==> src/rtl/sort_pkg.sv <==
// Shared constants and types for the sort result receiver.
package sort_pkg;

  localparam int unsigned SORT_WIDTH = 32;
  localparam int unsigned SORT_DEPTH = 10;
  localparam int unsigned CNT_W      = 4;

  typedef enum logic {
    RECV = 1'b0,
    HOLD = 1'b1
  } sort_state_e;

endpackage

==> src/rtl/sort_order_check.sv <==
// Order checker: remembers the previous accepted word and flags a signed decrease.
// The flag is cleared by the first word of each frame, so it describes one frame.
module sort_order_check #(
  parameter int unsigned WIDTH = 32
) (
  input  logic             clk,
  input  logic             rst_n,
  input  logic             accept_i,
  input  logic             first_i,
  input  logic [WIDTH-1:0] word_i,
  output logic             error_o
);

  logic [WIDTH-1:0] prev_q;
  logic             error_q;

  // Track the previous word and latch any out-of-order step within the frame.
  always_ff @(posedge clk or negedge rst_n) begin
    if (!rst_n) begin
      prev_q  <= '0;
      error_q <= 1'b0;
    end else if (accept_i) begin
      prev_q <= word_i;
      if (first_i) begin
        error_q <= 1'b0;
      end else if ($signed(word_i) < $signed(prev_q)) begin
        error_q <= 1'b1;
      end
    end
  end

  assign error_o = error_q;

endmodule

==> src/rtl/sort_result_rx.sv <==
// Sort result receiver: captures one frame of DEPTH signed words from the sorter,
// holds it until the host acknowledges, and offers registered random-access reads.
// Macro SORT_RX_CHECK_EN enables the order checker; without it sorted_ok_o is tied high.
module sort_result_rx
  import sort_pkg::*;
#(
  parameter int unsigned WIDTH = SORT_WIDTH,
  parameter int unsigned DEPTH = SORT_DEPTH
) (
  input  logic             clk,
  input  logic             rst_n,
  input  logic [WIDTH-1:0] data_serial_i,
  input  logic             data_valid_i,
  output logic             ready_o,
  input  logic             frame_ack_i,
  input  logic [3:0]       rd_addr_i,
  output logic [WIDTH-1:0] rd_data_o,
  output logic             frame_done_o,
  output logic             full_o,
  output logic             sorted_ok_o,
  output logic [WIDTH-1:0] min_o,
  output logic [WIDTH-1:0] max_o
);

  localparam logic [CNT_W-1:0] LastIdx = CNT_W'(DEPTH - 1);

  sort_state_e      state_q;
  logic             ready_q;
  logic             full_q;
  logic             done_q;
  logic [CNT_W-1:0] cnt_q;
  logic [WIDTH-1:0] mem_q [DEPTH];
  logic [WIDTH-1:0] rd_data_q;
  logic [WIDTH-1:0] min_q;
  logic [WIDTH-1:0] max_q;

  logic accept;
  logic first_word;
  logic last_word;

  // ready_q is high only in RECV, so this also blocks capture while holding.
  assign accept     = data_valid_i & ready_q;
  assign first_word = (cnt_q == '0);
  assign last_word  = accept && (cnt_q == LastIdx);

  // Frame FSM with registered ready/full flags and the end-of-frame pulse.
  always_ff @(posedge clk or negedge rst_n) begin
    if (!rst_n) begin
      state_q <= RECV;
      ready_q <= 1'b1;
      full_q  <= 1'b0;
      done_q  <= 1'b0;
      cnt_q   <= '0;
    end else begin
      done_q <= 1'b0;
      case (state_q)
        RECV: begin
          if (accept) begin
            if (cnt_q == LastIdx) begin
              cnt_q   <= '0;
              state_q <= HOLD;
              ready_q <= 1'b0;
              full_q  <= 1'b1;
              done_q  <= 1'b1;
            end else begin
              cnt_q <= cnt_q + CNT_W'(1);
            end
          end
        end
        HOLD: begin
          // An ack wins over a coincident valid word; that word is dropped.
          if (frame_ack_i) begin
            state_q <= RECV;
            ready_q <= 1'b1;
            full_q  <= 1'b0;
          end
        end
        default: begin
          state_q <= RECV;
          ready_q <= 1'b1;
          full_q  <= 1'b0;
        end
      endcase
    end
  end

  // Frame buffer plus first/last word copies for min/max.
  always_ff @(posedge clk or negedge rst_n) begin
    if (!rst_n) begin
      for (int i = 0; i < int'(DEPTH); i++) begin
        mem_q[i] <= '0;
      end
      min_q <= '0;
      max_q <= '0;
    end else if (accept) begin
      mem_q[cnt_q] <= data_serial_i;
      if (first_word) begin
        min_q <= data_serial_i;
      end
      if (last_word) begin
        max_q <= data_serial_i;
      end
    end
  end

  // Registered read port; indices past the frame read as zero.
  always_ff @(posedge clk or negedge rst_n) begin
    if (!rst_n) begin
      rd_data_q <= '0;
    end else if (32'(rd_addr_i) < DEPTH) begin
      rd_data_q <= mem_q[rd_addr_i];
    end else begin
      rd_data_q <= '0;
    end
  end

`ifdef SORT_RX_CHECK_EN
  logic order_error;

  sort_order_check #(
    .WIDTH (WIDTH)
  ) u_order_check (
    .clk      (clk),
    .rst_n    (rst_n),
    .accept_i (accept),
    .first_i  (first_word),
    .word_i   (data_serial_i),
    .error_o  (order_error)
  );

  assign sorted_ok_o = ~order_error;
`else
  assign sorted_ok_o = 1'b1;
`endif

  assign ready_o      = ready_q;
  assign full_o       = full_q;
  assign frame_done_o = done_q;
  assign rd_data_o    = rd_data_q;
  assign min_o        = min_q;
  assign max_o        = max_q;

endmodule

==> config.mk <==
export PLATFORM = sky130hd
export DESIGN_NAME = sort_result_rx
export DESIGN_NICKNAME = d
export VERILOG_FILES = /design/src/rtl/sort_pkg.sv /design/src/rtl/sort_order_check.sv /design/src/rtl/sort_result_rx.sv
export SDC_FILE = /design/constraint.sdc
export NUM_CORES = 1
export LEC_CHECK = 0
export CORE_AREA = 2 2 207 209
export DETAILED_ROUTE_END_ITERATION = 7
export DIE_AREA = 0 0 209 211
export HOLD_SLACK_MARGIN = 0.08
export PLACE_DENSITY = 0.58
export SYNTH_ARGS = -nofsm -noshare
export SYNTH_HDL_FRONTEND = slang
export SYNTH_SLANG_ARGS = --single-unit
==> constraint.sdc <==
create_clock -name clk -period 2.18 [get_ports clk]
set_input_delay 0.436 -clock clk [delete_from_list [all_inputs] [get_ports clk]]
set_output_delay 0.436 -clock clk [all_outputs]
set_load 0.03 [all_outputs]
# Yosys cells after proc, flatten, opt, wreduce, memory -nomap -nowiden
# Cells that the tools add are included.
# classes
reduce_logical	7
bitwise_logic	4
shifts	0
multipliers	0
mux	21
div_mod_pow	0
addsub	1
n_eq_ne	4
magnitude_cmp	4
# op_table
op	count
320-bit bitwise mux	1
32-bit binary-select mux with 4-bit select	1
32-bit demux with 4-bit select	1
32-bit 2-to-1 mux	4
5-bit greater-or-equal comparator, second input constant	2
1-bit 2-to-1 mux	10
4-bit inverter with 5-bit output	2
2-bit != test, second input constant	3
1-bit case mux with 2 select lines	3
2-bit AND reduction	3
5-bit by 1-bit less-than comparator with 1-bit output, second input constant	1
4-bit by 1-bit adder with 4-bit output, second input constant	1
4-bit equality test, second input constant	1
4-bit zero test	1
4-bit less-than comparator, second input constant	1
4-bit 2-to-1 mux	1
3-bit AND reduction	1
1-bit logical AND	2
1-bit AND	1
1-bit inverter	1
# totals
rom_bits	0
latch_bits	0
n_memories	0
elab_cells	59
ramBits	0
register_bits	424
input_bits	40

# Depth between registers and ports, before layout
# logic_depth
depth_word	6
depth_mapped	7

# Least setup slack after synthesis
# OpenSTA, ideal clock, no wires.
# synth_timing
kind	reg-to-reg
start	reg ready_q, in the netlist ready_o
end	reg mem_q[161] (netlist bit)
synth_period_minus_slack_ns	1.938
setup_time_ns	0.125
required_ns	2.055
arrival_ns	1.813
path_stages_with_launch	6
setup_slack_ns	0.242
cell_sequence	dfstp_2 -> nand2_1 -> or4_4 -> buf_6 -> buf_12 -> mux2_4
# synth_via
elab_chain_len	1
# synth_rtl
item	line_no	text
start, declared	sort_result_rx.sv:28	logic ready_q;
start signal, assigned	sort_result_rx.sv:50	ready_q <= 1'b1;
start signal, assigned	sort_result_rx.sv:62	ready_q <= 1'b0;
start signal, assigned	sort_result_rx.sv:74	ready_q <= 1'b1;
1-bit AND	sort_result_rx.sv:42	assign accept = data_valid_i & ready_q;
end signal, assigned by index	sort_result_rx.sv:96	mem_q[cnt_q] <= data_serial_i;
end, declared	sort_result_rx.sv:32	logic [WIDTH-1:0] mem_q [DEPTH];
# Every way passes these cells.
# A chain may end at the register's enable or synchronous reset.

==> metrics.yaml <==
run_status:
  status: "finished, final reports clean"
sta:
  hold_viol: 0
  worstMarginPinSlew_ns: 0.552
  whs_ns: 0.402
  rsz0062_at_grt: "no"
  maxSlewViolCount: 0
  finalCriticalPeriod_ns: 2.10
  skew_ns: 0.0131
  max_freq_ghz: 0.476
  post-route-period-util: 0.965
  setup_tns_ns: 0
  finalSetupViolCount: 0
  slew_headroom: 0.631
cts:
  clock_path_buffers: 3
  numCtsBuffers: 41
  clk_pin_slew_ns: 0.06
  cts-root-buf: "clkbuf_16"
  clk-insertion-delay-late_ns: 0.56
  clkSinkCount: 360
  tritoncts: "done"
  ctsHtreeMaxLevel: 2
yosys:
  syn_area_per_cell_sq_um: 14.1
  synth-seq-cells: 360
  synth_edf_count: 0
  ys.flop_type: "dfrtp_1"
  syn_nets: 1212
  yosysTopAreaCellShare: 0.545
  syn_area_sq_mm: 0.0165
  synth.largest_area_cell: "dfrtp_1"
  yosys_warnings: 0
  synth-async-reset-ratio: 1.00
  netlist_instances: 1172
  ys_seq_area_frac: 0.547
  synthTopCellsByCount: "359 x dfrtp_1, 286 x mux2_2, 147 x mux2i_1, 79 x buf_4, 48 x o22ai_1"
  ys_types: 40
  yosysMostFrequentCell: "dfrtp_1"
  synth_area_leaders: "dfrtp_1 54%, mux2_2 20%, mux2i_1 8.9%, buf_4 3.6%, mux2_4 2.7%"
routing:
  avgViaCountPerCell: 5.21
  drt_iter0_markers: 377
  routed_wl_mm: 38.7
  ant_nets: 0
  wl_per_cell_microns: 21.1
  drtPass1Iterations: 4
  drcViolationCount: 0
  vias: 9557
global_routing:
  first_global_vias: 10100
  grt_first_pass_wirelength_mm: 61.1
  overflow: 0
  antenna_found_initial: 2
  grt_usage: 0.180
  grt_start_max_net_pins: 64
power_and_ir_drop:
  power_density_mw_per_mm2: 743
  power.leakage_nw: 9.80
  power_mw: 14.8
  vdd_drop_max_mv: 0.616
final_layout:
  drive_gt1_frac: 0.379
  fill_cells: 3640
  area_delta_synth_final_pct: 20.8
  nNetsFinal: 1304
  final_cells: 1834
  postLayoutCoreUtil: 0.477
floorplanning:
  core_sq_mm: 0.0418
  io_pins: 140
  die_width_microns: 209
  start_util: 0.395
  die_height_microns: 211
  die-area_sq_mm: 0.0441
  rows: 75
worst_setup_path:
  required_ns: 1.74
  cpMaxStageDelayCell: "clkdlybuf4s50_1"
  cp_slowest_stage_delay_ns: 0.70
  crit_type: "flop to primary output"
  crit_arrival_ns: 1.67
  crit_path_cell_trace: "clkdlybuf4s50_1"
  end_kind: "primary output"
  cp_max_fo: 3
  critPathTopFamily: "buffers and inverters"
  crit_buf_inv: 1
  ff2ff_setup_slack_ns: 0.22
  start_kind: "flop"
placement:
  io_buffers: 138
  dp.cells: 1759
  hpwl_mm: 25.2
  routabilityCongestion: 0.728
worst_hold_path:
  hold_class: "input port to flop"
flow_run:
  drv_cap: 0
[power breakdown]
group	leakage (nW)	internal, mW	switching [mW]
registers	5.00	6.71	0.00625
clock network	0.722	4.54	2.74
logic	4.07	0.298	0.504
[stage by stage]
stage          cell area [sq um]  setup WS (ns)
2_1_floorplan              16500          0.242
3_3_place_gp               18400         -0.106
3_5_place_dp               18400         -0.168
4_1_cts                    19900        0.00422
5_1_grt                    19900         0.0205
6_report                   19900         0.0773
[state kept, by name (all words and copies together) (netlist names)]
signal	flops
mem_q	311
rd_data_o	32
min_o	9
cnt_q	4
frame_done_o	1
full_o	1
ready_o	1
state_q	1
[path summary, 6_finish.rpt]
path                              start            end  cells past startpoint
hold reg to reg              mem_q[133]     mem_q[133]                      1
hold / removal             rd_addr_i[3]  rd_data_o[31]                      2
setup reg to reg               cnt_q[2]      mem_q[29]                      4
setup / recovery             mem_q[309]      min_o[21]                      1
min in group asynchronous         rst_n     mem_q[295]                      2
max in group asynchronous         rst_n     mem_q[306]                      4
[cells in the final DEF, fill, tap and decap left out, types with 4 or more instances in the layout]
cell	netlist	layout
buf_4	79	48
nor2_1	23	20
nand2_2	0	4
mux4_2	7	7
bufinv_16	0	4
nand2_1	22	18
mux2_4	30	30
o22ai_1	48	48
mux2i_1	147	147
buf_12	3	31
clkbuf_8	0	14
o21ai_0	14	14
clkdlybuf4s50_1	0	131
dfrtp_1	359	359
mux2_2	286	286
a221oi_1	7	7
a22oi_1	28	28
mux2_1	5	5
clkinv_2	0	5
clkbuf_1	20	5
clkbuf_16	0	43
[layout make-up]
type / instances / area (sq um) / area share
antenna: 1 / 2.50 / 0.000126
multi-input combinational: 642 / 6400 / 0.321
sequential: 360 / 9010 / 0.453
tap: 539 / 674 / 0.0339
inverter: 1 / 3.75 / 0.000189
clock inverter: 11 / 163 / 0.00817
clock buffer: 62 / 1290 / 0.0647
timing repair buffer: 218 / 2370 / 0.119
[cells by family (layout without fill, tap and decap cells)]
kind of cell	Yosys count	after routing	share of synthesized area
buffers and inverters	170	292	0.0685
XOR/XNOR	2	2	0.00106
AO/OA/AOI/OAI	100	100	0.0402
flip-flops	360	360	0.547
multiplexers	475	475	0.325
AND/OR/NAND/NOR	64	64	0.0185
other	1	2	0.000227
[metal layers]
metal / global-route usage / wire length [microns] / vias to the layer above
met4: 0.0424 / 664 / 0
li1: - / - / 4331
met3: 0.0361 / 1640 / 51
met1: 0.256 / 18400 / 5014
met5: 0 / 0 / -
met2: 0.285 / 18000 / 161
[timing repair]
item                                   4_1_cts  5_1_grt
buffers inserted                             0        0
gates cloned                                 0        0
setup endpoints to repair                    2        1
endpoints found under the hold margin       45        0
hold buffers                                 1        0
resized for setup                            2        1
Power figures use the tool's default switching activity.
